==> src/rtl/regfile_wb_arbiter.sv <==
// ---------------------------------------------------------------------------
// regfile_wb_arbiter
//
// Purpose:
//   Shares the single register-file write port between two writeback
//   sources. Source A is the main pipeline writeback. Source B is the
//   long-latency unit, such as multiply/divide or load return.
//   - Grants at most one source per cycle. A has priority.
//   - B is protected from starvation by a saturating denial counter.
//   - The register-file write is registered.
//   - A 32-entry busy scoreboard tracks destinations owned by in-flight
//     long-latency ops and flags read-after-write hazards to decode.
//
// Ports:
//   clk, reset                    clock, async active-high reset
//   a_valid/a_waddr/a_wdata       source A write request
//   a_ready                       A accepted this cycle (combinational)
//   b_valid/b_waddr/b_wdata       source B write request
//   b_ready                       B accepted this cycle (combinational)
//   iss_valid/iss_waddr           long-latency issue; marks dest busy
//   chk_raddr1/chk_raddr2         decode read addresses to check
//   hazard1/hazard2               read address is busy (combinational)
//   rf_we/rf_waddr/rf_wdata       registered register-file write port
// ---------------------------------------------------------------------------
module regfile_wb_arbiter #(
  parameter int STARVE_LIMIT = 4,
  parameter int CNT_W        = 4
) (
  input  logic        clk,
  input  logic        reset,
  input  logic        a_valid,
  input  logic [4:0]  a_waddr,
  input  logic [31:0] a_wdata,
  output logic        a_ready,
  input  logic        b_valid,
  input  logic [4:0]  b_waddr,
  input  logic [31:0] b_wdata,
  output logic        b_ready,
  input  logic        iss_valid,
  input  logic [4:0]  iss_waddr,
  input  logic [4:0]  chk_raddr1,
  input  logic [4:0]  chk_raddr2,
  output logic        hazard1,
  output logic        hazard2,
  output logic        rf_we,
  output logic [4:0]  rf_waddr,
  output logic [31:0] rf_wdata
);

  localparam logic [0:0] PRI_A = 1'b0;
  localparam logic [0:0] PRI_B = 1'b1;

  localparam logic [CNT_W-1:0] CNT_SAT   = '1;
  localparam logic [CNT_W-1:0] LIMIT_M1  = CNT_W'(STARVE_LIMIT - 1);

  // Saturating increment for the starvation counter.
  function automatic logic [CNT_W-1:0] sat_inc(input logic [CNT_W-1:0] v);
    return (v == CNT_SAT) ? v : v + 1'b1;
  endfunction

  logic [0:0]       r_state;
  logic [CNT_W-1:0] r_cnt;
  logic [31:0]      r_busy;
  logic             r_we;
  logic [4:0]       r_waddr;
  logic [31:0]      r_wdata;

  logic             w_grant_a;
  logic             w_grant_b;
  logic             w_b_denied;
  logic [4:0]       w_wr_addr;
  logic [31:0]      w_wr_data;
  logic             w_wr_en;
  logic [31:0]      w_busy_set;
  logic [31:0]      w_busy_clr;

  // Grant selection. The priority source depends on state; the other
  // source still gets the port when the priority source is idle.
  always_comb begin
    w_grant_a = 1'b0;
    w_grant_b = 1'b0;
    if (r_state == PRI_B) begin
      if (b_valid)      w_grant_b = 1'b1;
      else if (a_valid) w_grant_a = 1'b1;
    end else begin
      if (a_valid)      w_grant_a = 1'b1;
      else if (b_valid) w_grant_b = 1'b1;
    end
  end

  assign a_ready    = w_grant_a;
  assign b_ready    = w_grant_b;
  assign w_b_denied = b_valid && !w_grant_b;

  // Starvation tracking. Any visit to PRI_B resolves the starvation:
  // either B wins there, or B has gone idle. In both cases the count
  // restarts from zero.
  always_ff @(posedge clk or posedge reset) begin
    if (reset) begin
      r_state <= PRI_A;
      r_cnt   <= '0;
    end else if (r_state == PRI_B) begin
      r_state <= PRI_A;
      r_cnt   <= '0;
    end else begin
      if (w_b_denied && (r_cnt == LIMIT_M1)) r_state <= PRI_B;
      else                                   r_state <= PRI_A;
      if (!b_valid || w_grant_b) r_cnt <= '0;
      else                       r_cnt <= sat_inc(r_cnt);
    end
  end

  // Write port. A transfer to x0 completes the handshake but never
  // writes. Address and data hold between writes.
  assign w_wr_addr = w_grant_b ? b_waddr : a_waddr;
  assign w_wr_data = w_grant_b ? b_wdata : a_wdata;
  assign w_wr_en   = (w_grant_a || w_grant_b) && (w_wr_addr != 5'd0);

  // ---- stage boundary: registered register-file write port ----
  always_ff @(posedge clk or posedge reset) begin
    if (reset) begin
      r_we    <= 1'b0;
      r_waddr <= '0;
      r_wdata <= '0;
    end else begin
      r_we <= w_wr_en;
      if (w_wr_en) begin
        r_waddr <= w_wr_addr;
        r_wdata <= w_wr_data;
      end
    end
  end

  assign rf_we    = r_we;
  assign rf_waddr = r_waddr;
  assign rf_wdata = r_wdata;

  // Busy scoreboard. A new issue to a register that B is retiring in the
  // same cycle belongs to the newer op, so the set is applied after the
  // clear. Bit 0 is forced clear because x0 is never busy.
  assign w_busy_set = iss_valid ? (32'd1 << iss_waddr) : 32'd0;
  assign w_busy_clr = w_grant_b ? (32'd1 << b_waddr)   : 32'd0;

  always_ff @(posedge clk or posedge reset) begin
    if (reset) r_busy <= '0;
    else       r_busy <= ((r_busy & ~w_busy_clr) | w_busy_set) & ~32'd1;
  end

  // Hazards read the registered busy state only. Same-cycle issue or
  // retire does not bypass into the check.
  assign hazard1 = r_busy[chk_raddr1];
  assign hazard2 = r_busy[chk_raddr2];

endmodule

==> config.mk <==
export PLATFORM = sky130hd
export DESIGN_NAME = regfile_wb_arbiter
export DESIGN_NICKNAME = d
export VERILOG_FILES = /design/src/rtl/regfile_wb_arbiter.sv
export SDC_FILE = /design/constraint.sdc
export NUM_CORES = 1
export LEC_CHECK = 0
export ABC_AREA = 1
export ABC_CLOCK_PERIOD_IN_PS = 5800
export BUFFER_PORTS_ARGS = -buffer_cell sky130_fd_sc_hd__buf_2
export CAP_MARGIN = 15
export CORE_MARGIN = 2
export CORE_UTILIZATION = 45
export DETAILED_ROUTE_END_ITERATION = 8
export PLACE_DENSITY = 0.75
export SYNTH_ARGS = -nofsm -noshare
export SYNTH_HDL_FRONTEND = slang
export SYNTH_SLANG_ARGS = --single-unit
==> constraint.sdc <==
create_clock -name clk -period 5.8 [get_ports clk]
set_input_delay 1.45 -clock clk [delete_from_list [all_inputs] [get_ports clk]]
set_output_delay 1.45 -clock clk [all_outputs]
set_load 0.005 [all_outputs]
## Word-level counts from Yosys, hierarchy flattened

Index checks and enable logic that the tools add are counted.
W data, S select, Z words.

| cells by class | value |
|---|---|
| muxes and demuxes | 19 |
| bitwise gates (word level) | 3 |
| add/subtract/negate cells | 1 |
| shifts and indexed selects | 2 |
| $lt $le $gt $ge | 2 |
| equality and inequality tests | 3 |
| reduce and logical (&&, ||, !) cells | 8 |

Operators with widths:

| kind | number |
|---|---|
| $mux W32 | 3 |
| $shl A1 B5 Y32 const A | 2 |
| $and A32 B32 Y32 | 1 |
| $not A32 Y32 | 1 |
| $or A32 B32 Y32 | 1 |
| $lt A5 B6 Y1 const B | 2 |
| $mux W4 | 3 |
| $bmux W1 S5 | 2 |
| $mux W1 | 10 |
| $mux W5 | 1 |
| $reduce_bool A5 Y1 | 1 |
| $add A4 B1 Y4 const B | 1 |
| $eq A4 B2 Y1 const B | 1 |
| $eq A4 B4 Y1 const B | 1 |
| $logic_and A1 B1 Y1 | 3 |
| $ne A3 B3 Y1 const B | 1 |
| $logic_not A1 Y1 | 2 |
| $logic_or A1 B1 Y1 | 2 |

| word-level totals | value |
|---|---|
| output and inout port bits | 42 |
| bits of input ports | 94 |
| word-level logic and storage cells | 44 |
| register bits | 74 |

## Logic depth before layout (Yosys ltp)

| logic depth | value |
|---|---|
| depth in word-level cells | 8 |
| mapped depth | 12 |
| depth with buffers taken out | 10 |

## Least setup slack after synthesis

Ideal clock, no wire load.

| timing | value |
|---|---|
| kind | input-to-output |
| start point | input port chk_raddr1[0] |
| end point | output port hazard1 |
| required time | 4.350 ns |
| path buffers | 2 |
| stages | 11 |
| arrival | 2.454 ns |
| path slack | 1.896 ns |
| cells stage by stage | clkbuf_1 inv_1 clkbuf_1 nand2_1 nand3_1 nand3_1 nand2_1 nand2_1 nand2_1 nand2_1 nand2_1 |

| between the ends | value |
|---|---|
| longest elaborated chain between the ends | 2 |

RTL lines:

| what | RTL line | source |
|---|---|---|
| start: declaration | 41 | `input logic [4:0] chk_raddr1,` |
| $bmux W1 S5 | 151 | `assign hazard1 = r_busy[chk_raddr1];` |
| $mux W1 (not written as such) | 151 |  |
| end: declaration | 43 | `output logic hazard1,` |

Every way passes these cells. The select of a mux whose other input is x is not followed.

## Final worst setup path

| timing | value |
|---|---|
| start point | input port chk_raddr2[0] |
| end point | output port hazard2 |

| between the ends | value |
|---|---|
| longest elaborated chain between the ends | 2 |

RTL lines:

| what | RTL line | source |
|---|---|---|
| start: declaration | 42 | `input logic [4:0] chk_raddr2,` |
| $bmux W1 S5 | 152 | `assign hazard2 = r_busy[chk_raddr2];` |
| $mux W1 (not written as such) | 152 |  |
| end: declaration | 44 | `output logic hazard2,` |

Every way passes these cells. The select of a mux whose other input is x is not followed.

==> results.py <==
metrics = {
    "status": {
        "status": "complete, no violations",
    },
    "floorplan": {
        "core_um2": 9240,
        "die_width_um": 102,
        "dieArea_um2": 10300,
        "ios": 136,
        "num_rows": 35,
        "dieHeight_um": 102,
        "start_util": 0.465,
    },
    "worst_setup_path": {
        "crit_required_ns": 4.35,
        "r2r_slack_ns": 3.18,
        "worstSetupStartpoint": "chk_raddr2[0]",
        "path_max_fanout": 18,
        "r2r-end": "rf_wdata[17]",
        "reg2reg_from": "r_state",
        "crit_path_end_kind": "output pin",
        "start_kind": "primary input",
        "path_class": "primary input to output pin",
        "r2r_cells": 10,
        "cp.arrival_ns": 2.67,
    },
    "power": {
        "pwr-share-clk": 0.306,
        "switchingPower_uw": 449,
        "peakVddDrop_mv": 0.138,
        "power_frac_comb": 0.220,
        "p_int_uw": 965,
        "leakage_nw": 2.81,
        "p_sw_frac": 0.317,
        "seq_power_share": 0.474,
        "power.density_nw_per_um2": 272,
    },
    "run": {
        "drv_cap": 0,
    },
    "cts": {
        "clock-sinks": 74,
        "ctsResizeCount": 0,
        "clk_latency_ns": 0.35,
        "hold_buffers": 0,
        "h-tree-depth": 3,
        "postCtsSetupRepairBufs": 0,
        "clk_path_buf_depth": 2,
        "cts_tree": "built",
        "clkTransAtPathRegs_ns": 0.08,
        "cts_made_buffers": 9,
        "cts-root-buf": "clkbuf_8",
    },
    "synth": {
        "synth_top_area_share": 0.431,
        "synth_cell_type_count": 25,
        "synth_cells": 632,
        "synthFlopType": "dfrtp_1",
        "yosys-top-cells-count": "nand2_1 (279), nand3_1 (89), dfrtp_1 (74)",
        "async_reset_ff_frac": 1.00,
        "synth_area_leaders": "dfrtp_1 (43%), nand2_1 (24%), nand3_1 (10%), o21ai_0 (7.5%), inv_1 (3.3%)",
        "ys_seq_elements": 74,
        "ys.warnings.count": 0,
        "synth_top_area_cell": "dfrtp_1",
        "syn_area_per_cell_um2": 6.79,
        "ys_seq_area_frac": 0.431,
        "syn_area_um2": 4290,
        "synth-edff-count": 0,
        "yosysMostFrequentCell": "nand2_1",
        "syn_nets": 727,
    },
    "place": {
        "dp.cells": 864,
        "place_area_um2": 4980,
        "port-buffer-count": 135,
        "place_congestion": 1.01,
        "dpl.hpwl_mm": 9.24,
    },
    "routing": {
        "drt_iter0_markers": 413,
        "viasPerCell": 5.32,
        "wl_mm": 12.5,
        "firstDrtPassIters": 5,
        "vias": 4680,
        "wl_per_cell_um": 14.2,
        "drtAntennaViolNets": 0,
        "drc": 0,
    },
    "sta": {
        "rsz0062_at_grt": "false",
        "finalHoldViolations": 0,
        "setup_violations": 0,
        "finalSetupTns_ns": 0,
        "fmax_ghz": 0.243,
        "hold-worst-slack_ns": 0.473,
        "tightest_slew_ns": 1.04,
        "relSlewSlack": 0.307,
        "layout_min_cycle_time_ns": 4.12,
        "slew_violations": 0,
        "fin_crit_sh": 0.711,
        "clock-skew-final_ns": 0.0112,
    },
    "finish": {
        "nets": 841,
        "drive_gt1_frac": 0.213,
        "final_core_util": 0.562,
        "diodes": 0,
        "final_cell_area_um2": 5190,
        "fillerInstances": 897,
        "synthToLayoutAreaGrowth_pct": 20.9,
        "instances_no_fill": 880,
    },
    "min_path": {
        "worstHoldPathType": "flop to flop",
        "min-delay-start": "rf_wdata[26]",
        "hold_end": "rf_wdata[26]",
        "worstHoldPathCells": 2,
    },
    "global_routing": {
        "grtUsageTotal": 0.245,
        "antenna_found_initial": 0,
        "grt_pass1_vias": 4283,
        "grt_pass1_wl_mm": 20.2,
        "overflow": 0,
        "grt_max_degree": 41,
    },
}
[how the worst max path moves through the flow]
| stage | to | slack (ns) | cells after the start |
|---|---|---|---|
| 2_1_floorplan | hazard1 | 1.90 | 11 |
| 3_5_place_dp | hazard2 | 1.69 | 11 |
| 4_1_cts | hazard2 | 1.70 | 11 |
| 3_3_place_gp | hazard2 | 1.78 | 11 |
| 6_report | hazard2 | 1.68 | 11 |
| 5_1_grt | hazard2 | 1.56 | 11 |
[cell type report]
class	instances	area, um2	share of cell area
well taps	129	161	0.0311
flip-flops and latches	74	1850	0.357
inverters	41	154	0.0296
multi-input cells	482	2120	0.408
clock buffers	11	131	0.0253
clock inverters	5	78.8	0.0152
repair buffers	138	698	0.134
[routing by layer]
layer  GRT usage  vias up  part of all wire
li1            -     2276                 -
met1       0.319     2141              0.41
met5           0        -                 0
met4       0.108        0             0.032
met2       0.394      223              0.48
met3      0.0538       40             0.082
[registers in the layout, indices dropped and copies added, names as in the netlist]
register  count
rf_wdata     32
r_busy       31
rf_waddr      5
r_cnt         4
r_state       1
rf_we         1
[layout by cell type, fill, tap and decap left out, types with 3 or more instances in the layout]
master | synthesis | layout
clkinv_1 | 3 | 3
nand3_1 | 89 | 89
buf_2 | 8 | 135
nand4_1 | 20 | 20
nand2_1 | 279 | 279
nor3_1 | 5 | 5
a21oi_1 | 3 | 3
nor2_1 | 6 | 6
dfrtp_1 | 74 | 74
o21ai_0 | 64 | 64
clkbuf_8 | 0 | 9
inv_1 | 38 | 37
or2_2 | 3 | 3
buf_4 | 0 | 3
[power groups by stage]
stage / logic (mW) / clock network [mW] / registers, mW
final: 0.311 / 0.433 / 0.670
after global routing: 0.357 / 0.459 / 0.679
after CTS: 0.310 / 0.438 / 0.667
after detailed placement: 0.310 / 0 / 0.676
after global placement: 0.303 / 0 / 0.673
after floorplan: 0.195 / 0 / 0.651
[worst max-delay path: stages]
cell     delay, ns
buf_2         0.26
inv_1         0.26
nand2_1       0.13
nand3_1       0.08
nand3_1       0.10
nand2_1       0.06
nand2_1       0.05
nand2_1       0.05
nand2_1       0.05
nand2_1       0.05
buf_2         0.12
[stage by stage]
stage / setup slack, ns / power [mW]
after floorplan: 1.90 / 0.846
after global placement: 1.78 / 0.975
after CTS: 1.70 / 1.41
final: 1.68 / 1.41
after global routing: 1.56 / 1.49
after detailed placement: 1.69 / 0.986
[kinds of logic after synthesis]
kind of cell,Yosys count,share of synthesized area
AOI/OAI and AO/OA,75,0.0918
buffers and inverters,76,0.0758
DFF,74,0.431
and+or+nand+nor,406,0.398
adders and majority gates,1,0.00291
Power figures use the tool's default switching activity.
